### config.mk
export PLATFORM = sky130hd
export DESIGN_NAME = para_regfile
export DESIGN_NICKNAME = d
export VERILOG_FILES = /design/src/rtl/para_regfile.sv
export SDC_FILE = /design/constraint.sdc
export NUM_CORES = 2
export LEC_CHECK = 0
export ABC_AREA = 1
export CAP_MARGIN = 20
export CORE_ASPECT_RATIO = 1.2
export CORE_MARGIN = 4
export CORE_UTILIZATION = 30
export CTS_CLUSTER_SIZE = 20
export DETAILED_ROUTE_END_ITERATION = 8
export PLACE_DENSITY_LB_ADDON = 0.1
export SLEW_MARGIN = 30
export SYNTH_ARGS = -nofsm -noshare
export SYNTH_HDL_FRONTEND = slang
export SYNTH_SLANG_ARGS = --single-unit
### constraint.sdc
create_clock -name clk -period 3.3 [get_ports clk]
set_input_delay 0.33 -clock clk [delete_from_list [all_inputs] [get_ports clk]]
set_output_delay 0.33 -clock clk [all_outputs]
set_load 0.005 [all_outputs]
### src/rtl/para_regfile.sv
// para_regfile: 2-read/1-write register file, r0 hardwired to zero, optional write-through bypass
module para_regfile #(
    parameter int DATA_WIDTH = 32,
    parameter int ADDR_WIDTH = 5,
    parameter int BYPASS     = 0
) (
    input  logic                  clk,
    input  logic                  rst,
    input  logic                  write_enable,
    input  logic [ADDR_WIDTH-1:0] write_addr,
    input  logic [DATA_WIDTH-1:0] write_data,
    input  logic [ADDR_WIDTH-1:0] read_addr1,
    input  logic [ADDR_WIDTH-1:0] read_addr2,
    output logic [DATA_WIDTH-1:0] read_data1,
    output logic [DATA_WIDTH-1:0] read_data2
);
    localparam int NREGS = 2 ** ADDR_WIDTH;
    logic [NREGS-1:0]      wen;
    logic [DATA_WIDTH-1:0] regs [NREGS-1:1];
    always_comb begin
        wen = '0;
        for (int k = 1; k < NREGS; k++)
            wen[k] = write_enable & (write_addr == ADDR_WIDTH'(k)) & ~rst;
    end
    always_ff @(posedge clk) begin
        for (int k = 1; k < NREGS; k++)
            if (rst) regs[k] <= '0;
            else if (wen[k]) regs[k] <= write_data;
    end
    always_comb begin
        read_data1 = (read_addr1 == '0) ? '0 :
                     ((BYPASS != 0) && wen[read_addr1]) ? write_data : regs[read_addr1];
        read_data2 = (read_addr2 == '0) ? '0 :
                     ((BYPASS != 0) && wen[read_addr2]) ? write_data : regs[read_addr2];
    end
endmodule

==> reports/summary.txt <==
Pwr/cell area: 498.7 nW/um2
Seq/Total Area, Yosys: 0.5333
Largest registers in the final layout: regs: 992 flops
Global placement routability congestion: 0.8766
Delay of the slowest critical-path stage: 0.47 ns
Number of nets produced by synthesis: 7389
Clock buffers created by TritonCTS: 117
Final setup violating endpoints: 0
Total power: 32.71 mW
I/O pin cnt: 114
Max transition margin: 0.4619
Placed Instances: 9664
Port Buffers: 113
Root cell of the clock tree: sky130_fd_sc_hd__clkbuf_16
Final antenna-violating net count: 0
Fraction of final layout cells with drive strength greater than 1: 0.08150
Critical path capture point: read_data2[16]
Top cell by count, worst path: sky130_fd_sc_hd__nor2_1
Number of levels in the clock H-tree: 3
GRT overflow: 0
Number of synthesized register bits: 992
Routed vias: 52590
Dominant delay contributor by cell family on the critical path: buffers and inverters
Outcome: finished clean
Synthesized netlist cell count: 7339
Critical path depth: 11
Max reg flops: 992
Fraction of the cycle the final worst path needs: 0.9672
IR Drop Worst-Case VDD: 0.0003934 V
Critical Path Start: read_addr2[1]
Die H: 480.7 um
Arrival time worst endpoint: 2.86 ns
Most frequent standard cell in the layout excluding fill and tap cells: sky130_fd_sc_hd__nand2_1
Fill cell instance count of the final layout: 19370
Initial antenna violation count: 14
Fraction of the core area covered by cells at the end of the flow: 0.3540
Post-layout instance area: 65590 um2
DRC violations left: 0
Mapped cell area: 55860 um2
Crit path kind: in -> out
Core area: 185300 um2
Top library cells by usage in the layout, fill and taps aside: 2404 x sky130_fd_sc_hd__nand2_1, 1725 x sky130_fd_sc_hd__nor2_1, 992 x sky130_fd_sc_hd__edfxtp_1, 692 x sky130_fd_sc_hd__nand3_1, 305 x sky130_fd_sc_hd__inv_1
Effective utilization at floorplan: 0.3015
Mean routed wirelength per cell: 27.83 um
Synthesized area per cell: 7.612 um2
Floorplan die width: 401.9 um
Max Clock Freq: 313.3 MHz
Count of synthesis-stage warnings from yosys: 0
First-pass GRT wire length: 385000 um
Average via count per standard cell: 5.325
Drt first pass iters: 8
Aggregate routed wire length: 274800 um
Total Routing Usage GR: 0.2778
Max-cap violations: 0
Drt first-iter violations: 6931
Highest net fanout along the worst path: 42
Worst-path cell with the longest stage delay: sky130_fd_sc_hd__clkdlybuf4s50_1
Max Buffers Root-to-Sink: 3
Layout-stage area growth over the synthesis result: 17.41%
Hold Path Class: in -> reg
Sum of buffers and inverters on the critical path: 4
Number of buffers inserted for hold repair after clock tree synthesis: 0
Final hold violations: 0
DIE AREA: 193200 um2
Post-detailed-placement cell area: 62010 um2
Vias in the first global route: 49750
Non-Filler Instances: 9876
Slew @ Worst Pin: 0.8071 ns
Kind of end point of the critical path: output pin
Register bank with the most flops: regs
Clock tree from TritonCTS: built
Setup repair after global routing missed its margin: no
Number of nets in the layout: 7383
Ordered cell list for the critical path: buf_8 > buf_12 > buf_4 > nor2_1 > o21ai_0 > nand2_1 > nand2_1 > nand3_1 > nor2_1 > nor2_1 > clkdlybuf4s50_1
Post-detailed-placement half-perimeter wirelength: 166500 um
Clk slew on worst S/H paths: 0.06 ns
Final Max Slew Viols: 0
Critical Path RT: 2.97 ns
Crit path time final: 3.192 ns
Worst Setup Start Kind: primary input
CTS Sinks: 992
Largest net degree at the start of global routing: 118
Count of unique library cells instantiated by Yosys: 23
Leakage power total: 27.41 nW
Row count: 173
-- logic make-up (layout without fill, tap and decap cells) --
family	after synthesis	after routing	synth area share
AO/OA/AOI/OAI	564	564	0.05080
buffers and inverters	914	998	0.07179
AND/OR/NAND/NOR	4869	4869	0.3442
flip-flops	992	992	0.5333
other	0	3	0
-- layer usage --
layer	up-vias	share of wire	routed length, um	track usage
met4	2	0.039	10790	0.1039
li1	23570	-	-	-
met3	495	0.080	21990	0.04118
met2	2706	0.46	125200	0.4474
met5	-	0.000044	12	0
met1	25810	0.43	116800	0.3791
-- worst min-delay path by stage --
stage	start	end	slack, ns	depth (start not counted)
6_report	write_data[24]	regs[1][24]	0.54	4
5_1_grt	write_data[24]	regs[6][24]	0.54	4
4_1_cts	write_data[24]	regs[1][24]	0.47	4
3_5_place_dp	write_data[24]	regs[6][24]	1.32	4
3_3_place_gp	write_data[24]	regs[1][24]	1.31	4
2_1_floorplan	write_data[31]	regs[1][31]	0.57	2
-- synthesized netlist by cell type, drive strengths merged --
master  count  area (um2)
clkinv      3       12.51
nor3        1       10.01
o211ai      6       45.04
a21oi     220        1101
nand2    2412        9059
buf       320        1774
inv       315        1187
o21ai     338        1692
nand4       2       12.51
nor2     1731        6525
clkbuf    276        1036
edfxtp    992       29790
nand3     723        3618
-- through the flow --
step	setup TNS (ns)	setup WS (ns)	hold slack, ns
after CTS	0	0.05753	0.4651
final	0	0.1084	0.5409
after global routing	0	0.001101	0.5382
after detailed placement	0	0.1112	1.316
after global placement	0	0.07562	1.310
after floorplan	-123.58	-0.3249	0.5690
-- repair_timing --
action                     CTS  global route
buffers inserted             0             0
gates resized for setup      2             2
setup endpoints to repair    2             2
pin swaps                    0             0
-- where the power goes --
part / internal [mW] / leakage (nW) / switching, mW
registers: 14.6 / 9.46 / 0.348
clock network: 7.08 / 1.74 / 5.63
logic: 1.52 / 16.2 / 3.55
-- cell type report --
cell class              count  area, um2  share of cell area
repair buffers            471       5376             0.08197
well taps                2450       3065             0.04674
clock buffers             150       3052             0.04653
clock inverters            59      506.7            0.007726
inverters                 318       1235             0.01883
diodes                      3      7.507           0.0001145
flip-flops and latches    992      29790              0.4542
multi-input cells        5433      22560              0.3439
(Power assumes the default switching activity.)
